`config.mk`:
```
export PLATFORM = sky130hd
export DESIGN_NAME = stage_memory
export DESIGN_NICKNAME = d
export VERILOG_FILES = /design/src/rtl/stage_memory.sv
export SDC_FILE = /design/constraint.sdc
export NUM_CORES = 1
export LEC_CHECK = 0
export ABC_AREA = 1
export CAP_MARGIN = 25
export CELL_PAD_IN_SITES_DETAIL_PLACEMENT = 0
export CELL_PAD_IN_SITES_GLOBAL_PLACEMENT = 1
export CORE_MARGIN = 4
export CORE_UTILIZATION = 28
export DETAILED_ROUTE_END_ITERATION = 8
export GPL_TIMING_DRIVEN = 0
export PLACE_DENSITY_LB_ADDON = 0.1
export SETUP_SLACK_MARGIN = 0.05
export SYNTH_ARGS = -nofsm -noshare
export SYNTH_HDL_FRONTEND = slang
export SYNTH_SLANG_ARGS = --single-unit
```
`constraint.sdc`:
```
create_clock -name clk -period 2.8 [get_ports clk]
set_clock_uncertainty 0.1 [all_clocks]
set_input_delay 0.56 -clock clk [delete_from_list [all_inputs] [get_ports clk]]
set_output_delay 0.56 -clock clk [all_outputs]
set_load 0.005 [all_outputs]
```
`src/rtl/stage_memory.sv`:
```
// Pipeline MEM stage: issues load/store requests to data memory, builds store strobes, extends load data.
// Optional build macro MEM_MISALIGN_TRAP_EN adds misaligned-access detection and the mem_misaligned pulse.
module stage_memory #(
  parameter int XLEN = 32
) (
  input  logic            clk,
  input  logic            rst_n,
  input  logic [4:0]      execute_rd,
  input  logic            execute_regfile_wr_enable,
  input  logic            execute_datamem_wr_enable,
  input  logic [1:0]      execute_result_src,
  input  logic [XLEN-1:0] execute_alu_result,
  input  logic [XLEN-1:0] execute_wr_datamem_data,
  input  logic [2:0]      execute_funct3,
  input  logic [XLEN-1:0] execute_instr_addr_plus,
  output logic [4:0]      mem_rd,
  output logic            mem_regfile_wr_enable,
  output logic [1:0]      mem_result_src,
  output logic [XLEN-1:0] mem_alu_result,
  output logic [XLEN-1:0] mem_read_data,
  output logic [XLEN-1:0] mem_instr_addr_plus,
  output logic            mem_stall,
  output logic            dmem_req,
  input  logic            dmem_ready,
  output logic            dmem_we,
  output logic [XLEN-1:0] dmem_addr,
  output logic [XLEN-1:0] dmem_wdata,
  output logic [3:0]      dmem_wstrb,
  input  logic            dmem_rvalid,
  input  logic [XLEN-1:0] dmem_rdata,
`ifdef MEM_MISALIGN_TRAP_EN
  output logic            mem_misaligned,
`endif
  output logic [1:0]      dbg_state_o
);

  typedef enum logic [1:0] {
    S_IDLE = 2'd0,
    S_REQ  = 2'd1,
    S_RESP = 2'd2
  } state_e;

  state_e state_q, state_d;

  logic [1:0]      off;
  logic            is_store;
  logic            mem_op;
  logic            misaligned;
  logic            trap;
  logic            op_go;
  logic            load_done;
  logic [2:0]      funct3_q;
  logic [1:0]      off_q;
  logic [4:0]      rd_q;
  logic            wr_en_q;
  logic [1:0]      result_src_q;
  logic [XLEN-1:0] alu_result_q;
  logic [XLEN-1:0] read_data_q;
  logic [XLEN-1:0] pc4_q;
  logic [7:0]      st_byte;
  logic [15:0]     st_half;

  assign off      = execute_alu_result[1:0];
  assign is_store = execute_datamem_wr_enable;
  assign mem_op   = is_store | (execute_result_src == 2'b01);

`ifdef MEM_MISALIGN_TRAP_EN
  logic misaligned_q;
  assign misaligned = mem_op &&
                      (((execute_funct3[1:0] == 2'b01) && off[0]) ||
                       ((execute_funct3[1:0] == 2'b10) && (off != 2'b00)));
  assign mem_misaligned = misaligned_q;
`else
  assign misaligned = 1'b0;
`endif

  assign trap  = (state_q == S_IDLE) && misaligned;
  assign op_go = mem_op && !misaligned;

  // Handshake: a request transfers in any cycle where dmem_req && dmem_ready; request fields
  // stay stable while dmem_req waits. Load data arrives later as a one-cycle dmem_rvalid pulse.
  always_comb begin
    state_d   = state_q;
    dmem_req  = 1'b0;
    mem_stall = 1'b0;
    load_done = 1'b0;
    case (state_q)
      S_IDLE: begin
        if (op_go) begin
          dmem_req = 1'b1;
          if (dmem_ready) begin
            if (!is_store) begin
              state_d   = S_RESP;
              mem_stall = 1'b1;
            end
          end else begin
            state_d   = S_REQ;
            mem_stall = 1'b1;
          end
        end
      end
      S_REQ: begin
        dmem_req  = 1'b1;
        mem_stall = 1'b1;
        if (dmem_ready) begin
          if (is_store) begin
            state_d   = S_IDLE;
            mem_stall = 1'b0;
          end else begin
            state_d = S_RESP;
          end
        end
      end
      S_RESP: begin
        mem_stall = 1'b1;
        if (dmem_rvalid) begin
          state_d   = S_IDLE;
          mem_stall = 1'b0;
          load_done = 1'b1;
        end
      end
      default: state_d = S_IDLE;
    endcase
  end

  // Execute outputs are frozen by the stall, so request fields can come straight from them.
  assign st_byte   = execute_wr_datamem_data[7:0];
  assign st_half   = execute_wr_datamem_data[15:0];
  assign dmem_we   = is_store;
  assign dmem_addr = {execute_alu_result[XLEN-1:2], 2'b00};

  always_comb begin
    dmem_wstrb = 4'b1111;
    dmem_wdata = execute_wr_datamem_data;
    case (execute_funct3[1:0])
      2'b00: begin
        dmem_wstrb = 4'b0001 << off;
        dmem_wdata = {(XLEN/8){st_byte}};
      end
      2'b01: begin
        dmem_wstrb = 4'b0011 << {off[1], 1'b0};
        dmem_wdata = {(XLEN/16){st_half}};
      end
      default: ;
    endcase
  end

  function automatic logic [XLEN-1:0] extend_load(input logic [2:0] f3, input logic [1:0] o,
                                                  input logic [XLEN-1:0] w);
    logic [7:0]  b;
    logic [15:0] h;
    b = w[{o, 3'b000} +: 8];
    h = o[1] ? w[31:16] : w[15:0];
    case (f3)
      3'b000:  extend_load = {{(XLEN-8){b[7]}}, b};
      3'b001:  extend_load = {{(XLEN-16){h[15]}}, h};
      3'b010:  extend_load = w;
      3'b100:  extend_load = {{(XLEN-8){1'b0}}, b};
      3'b101:  extend_load = {{(XLEN-16){1'b0}}, h};
      default: extend_load = '0;
    endcase
  endfunction

  always_ff @(posedge clk or negedge rst_n) begin
    if (!rst_n) begin
      state_q      <= S_IDLE;
      funct3_q     <= '0;
      off_q        <= '0;
      rd_q         <= '0;
      wr_en_q      <= 1'b0;
      result_src_q <= '0;
      alu_result_q <= '0;
      read_data_q  <= '0;
      pc4_q        <= '0;
    end else begin
      state_q <= state_d;
      if ((state_q == S_IDLE) && op_go) begin
        funct3_q <= execute_funct3;
        off_q    <= off;
      end
      // A stalled cycle inserts a bubble by dropping only the write enable.
      wr_en_q <= mem_stall ? 1'b0 : (execute_regfile_wr_enable && !trap);
      if (!mem_stall) begin
        rd_q         <= execute_rd;
        result_src_q <= execute_result_src;
        alu_result_q <= execute_alu_result;
        pc4_q        <= execute_instr_addr_plus;
      end
      if (load_done) begin
        read_data_q <= extend_load(funct3_q, off_q, dmem_rdata);
      end
    end
  end

`ifdef MEM_MISALIGN_TRAP_EN
  always_ff @(posedge clk or negedge rst_n) begin
    if (!rst_n) begin
      misaligned_q <= 1'b0;
    end else begin
      misaligned_q <= trap;
    end
  end
`endif

  assign mem_rd                = rd_q;
  assign mem_regfile_wr_enable = wr_en_q;
  assign mem_result_src        = result_src_q;
  assign mem_alu_result        = alu_result_q;
  assign mem_read_data         = read_data_q;
  assign mem_instr_addr_plus   = pc4_q;
  assign dbg_state_o           = state_q;

endmodule

```
* After elaboration in Yosys (flattened, before gate mapping)
Index checks and enable logic that the tools add are counted.
** Cells by class
- Multiply operators :: 0
- Divide/modulo/power cells :: 0
- Shifts and indexed selects :: 3
- Equal/unequal tests :: 12
- Muxes and demuxes :: 21
- $lt $le $gt $ge :: 0
- Bitwise logic cells :: 1
- Reductions and logical operators :: 5
- Add/subtract/negate cells :: 0
** Operator list (count)
- $pmux 32 s5 :: 1
- $pmux 32 s2 :: 1
- $shiftx 32x6->8 :: 1
- $mux 16 :: 1
- $mux 2 :: 6
- $mux 1 :: 8
- $pmux 4 s2 :: 1
- $eq 2x1->1 const B :: 3
- $eq 3x3->1 const B :: 2
- $ne 2x2->1 const B :: 3
- $pmux 2 s3 :: 1
- $logic_not 2->1 :: 2
- $reduce_and 4->1 :: 1
- $shl 1x2->4 const A :: 1
- $shl 2x2->4 const A :: 1
- $eq 3x1->1 const B :: 1
- $eq 3x2->1 const B :: 1
- $logic_not 3->1 :: 1
- $ne 3x3->1 const B :: 1
- $pmux 1 s3 :: 1
- $eq 2x2->1 const B :: 1
- $pmux 1 s2 :: 1
- $logic_and 1x1->1 :: 1
- $or 1x1->1 :: 1
** Storage, ports and cells
- Register bits :: 111
- Input port bits :: 144
- Logic and storage cells :: 51
- Bits in latches :: 0
- Bits in read-only memories :: 0
- Memories :: 0
- Output and inout port bits :: 177
- RAM bits :: 0

* Depth between registers and ports, before layout
- Depth in word-level cells :: 5
- Gate-level depth with buffers :: 10
- Mapped depth without buffers :: 9

* Least setup slack after synthesis
No wires, ideal clock.
- Path kind :: input to output
- Start :: in execute_funct3[0]
- End :: out dmem_wdata[24]
- Data arrival time :: 1283 ps
- Data required time :: 2140 ps
- Cell stages on the path :: 4
- Setup slack :: 857 ps
- Cells stage by stage :: clkbuf_1 -> nor2_1 -> nand2_1 -> o211ai_1
** Between the ends
- Longest elaborated chain between the ends :: 2
- Elaborated cells on any way between the ends :: 3
- Those cells by class :: eq/ne (1); mux (1); reduce/logical (1)
** RTL lines
- start, declared :: line 14 : input logic [2:0] execute_funct3,
- $eq 2x1->1 / $logic_not 2->1 (equally long branches) :: line 135 : case (execute_funct3[1:0])
- $pmux 32 s2 (*) :: line 135
- end, declared :: line 27 : output logic [XLEN-1:0] dmem_wdata,
Mark *: on every way between the ends. The rest lies on a longest branch, timed or not.

* Worst setup path in the final report
- Start :: in execute_funct3[0]
- End :: out dmem_wdata[26]
The elaborated chain is that of the path after synthesis.

==> flow_summary.ini <==
[global_route]
grt_pass1_wl_um = 35300
grt-ovfl-total = 0
grt_max_degree = 64
antenna_found_initial = 1
grt_pass1_vias = 6389
grt_usage = 0.189

[floorplan]
die_h_um = 153
floorplan.initialDensity = 0.287
fp.dieW_um = 153
ioPinCount = 321
dieArea_um2 = 23300
core_area_um2 = 20400
num_rows = 52

[pwr]
power_w = 0.00795
vdd_drop_max_v = 0.000335
p_per_area_nw_per_um2 = 812
leakage_nw = 4.97

[clocking]
clk_latency_ns = 0.35
clk_pin_slew_ns = 0.08
cts_hold_buf = 0
numCtsBuffers = 9
cts_tree = built
htree_levels = 3
cts_root_buf = clkbuf_16
clock-sinks = 111
cts_buffer_depth = 2

[placed_design]
gp_congestion = 0.810
dp_hpwl_um = 17400
dpl_cell_area_um2 = 9400
dp_cells = 1409
port_buffers = 317

[worst_setup_path]
path_cells = clkdlybuf4s50_1, clkbuf_8, nor2_4, nand2_1, nand3_1, clkdlybuf4s50_1
ff2ff_path_depth = 7
crit_cells = 6
critical-path-slowest-cell = clkdlybuf4s50_1
path_buf_inv = 3
cp.required_ns = 2.14
critPathMostFrequentCell = clkdlybuf4s50_1
crit_fanout = 11
endpoint_kind = output port
path_class = primary input to output port
worstPathArrival_ns = 2.04
crit_family = buffers and inverters
slowest_delay_ns = 0.52
start_kind = primary input

[drt]
drt_wl_total_um = 22300
drcViolationCount = 0
drtAntennaViolNets = 0
num_vias = 6189
first_iter_violations = 243
via_per_inst = 4.32
first_pass_iters = 6
avgRoutedWirePerCell_um = 15.6

[synth]
synth_area_um2 = 5850
synth_enable_flop_cells = 0
yosysTopAreaCellShare = 0.474
async_flop_share = 1.00
yosysMostFrequentCell = nand2_1
synth_cells = 820
synth.area.top_cells = dfrtp_1 47%, nand2_1 26%, nand3_1 8.4%, buf_4 6.3%, inv_1 2.9%
yosysWarningCount = 0
synth_cell_type_count = 23
syn_area_per_cell_um2 = 7.14
yosysTopAreaCell = dfrtp_1
synth-seq-cells = 111
seq_area_frac_synth = 0.474
synth_commonest_cells = 402 x nand2_1, 111 x dfrtp_1, 98 x nand3_1, 49 x buf_4, 46 x inv_1
synth_ff_type = dfrtp_1

[timing]
rsz0062_at_grt = true
setup_violations = 0
relSlewSlack = 0.440
max_clock_freq_mhz = 370
timing.final.hold_violations = 0
fin_crit_sh = 0.966
tightest_slew_ns = 0.834
slew_violations = 0
fin_crit_ns = 2.70

[flow_run]
maxCapViolations = 0

[finish]
n_antenna_cell = 0
syn2layout_area_growth_pct = 67.2
fillers = 2101
layout.cells.non_filler = 1431
multi_input_area_um2 = 2460
nets = 1300
seqCellArea_um2 = 2780
design_area_um2 = 9790
final_layout_size_suffix_gt1_frac = 0.0844

[outcome]
status = finished clean

[min_path]
hp-class = primary input to asynchronous set/reset pin
==> placed cells by master (no fill, tap or decap), drive strengths merged <==
cell type and count:
nor2 44, clkdlybuf4s50 306, nand3 99, o211ai 2, nand2 404, nand3b 1
clkinv 2, clkinvlp 2, dlymetal6s2s 5, dfrtp 111, dlygate4sd2 4, a21oi 3
dlygate4sd1 1, o21bai 1, buf 65, o21ai 24, clkbuf 34, inv 48
nor3 2, a211oi 1, conb 2
==> cell families after synthesis <==
group | count (synthesis) | synth area share
flip-flops | 111 | 0.474
AND/OR/NAND/NOR | 549 | 0.379
other | 1 | 0.000641
buffers and inverters | 128 | 0.115
AO/OA/AOI/OAI | 31 | 0.0308
==> worst paths after layout <==
kind / slack, ns / start / endpoint
worst max-delay path: 0.1 / execute_funct3[0] / dmem_wdata[26]
worst min-delay path: 0.03 / rst_n / mem_read_data[2]$_DFFE_PN0P_
worst max register to register: 0.91 / dbg_state_o[0]$_DFFE_PN0P_ / mem_instr_addr_plus[4]$_DFFE_PN0N_
worst min register to register: 0.37 / mem_alu_result[5]$_DFFE_PN0N_ / mem_alu_result[5]$_DFFE_PN0N_
max in group asynchronous: 1.85 / rst_n / mem_instr_addr_plus[1]$_DFFE_PN0N_
min in group clk: 0.37 / mem_alu_result[5]$_DFFE_PN0N_ / mem_alu_result[5]$_DFFE_PN0N_
==> sequential cells by signal, summed over array words and instances (netlist names) <==
signal and cells:
dbg_state_o 2, funct3_q 3, mem_alu_result 32, mem_instr_addr_plus 32, mem_rd 5, mem_read_data 32
mem_regfile_wr_enable 1, mem_result_src 2, off_q 2
==> layer usage <==
| layer | track usage | part of all wire | vias to the layer above |
|---|---|---|---|
| li1 | - | - | 3170 |
| met1 | 0.231 | 0.42 | 2828 |
| met2 | 0.319 | 0.49 | 167 |
| met3 | 0.0667 | 0.072 | 22 |
| met4 | 0.0454 | 0.015 | 2 |
| met5 | 0 | 0.00036 | - |
==> repair_timing <==
| item | in CTS | in global routing |
|---|---|---|
| pin swaps | 5 | 2 |
| endpoints found under the setup margin | 22 | 24 |
| buffers inserted | 4 | 2 |
| gates resized for setup | 17 | 12 |
| gates cloned | 1 | 0 |
==> final cells by class <==
type,instances,share of cell area
repair buffers,324,0.332
flip-flops and latches,111,0.284
multi-input cells,583,0.251
plain buffers,81,0.0518
well taps,270,0.0345
clock buffers,10,0.0234
inverters,46,0.0176
clock inverters,6,0.00562
==> power breakdown <==
group	leakage, nW	internal [W]	switching, W
Combinational	3.46	0.00208	0.00190
Sequential	1.38	0.00228	0.000404
Clock	0.133	0.000622	0.000656
==> metrics by stage <==
stage / utilization / hold WS [ns] / setup slack, ns / TNS, ns
2_1_floorplan: - / 0.164 / 0.857 / 0
3_3_place_gp: 0.459 / 0.353 / -3.74 / -422.17
3_5_place_dp: 0.460 / 0.357 / -0.684 / -8.32
4_1_cts: 0.478 / 0.0479 / 0.0751 / 0
5_1_grt: 0.479 / 0.0566 / 0.0423 / 0
6_report: 0.479 / 0.0305 / 0.0962 / 0
(Power assumes the default switching activity.)
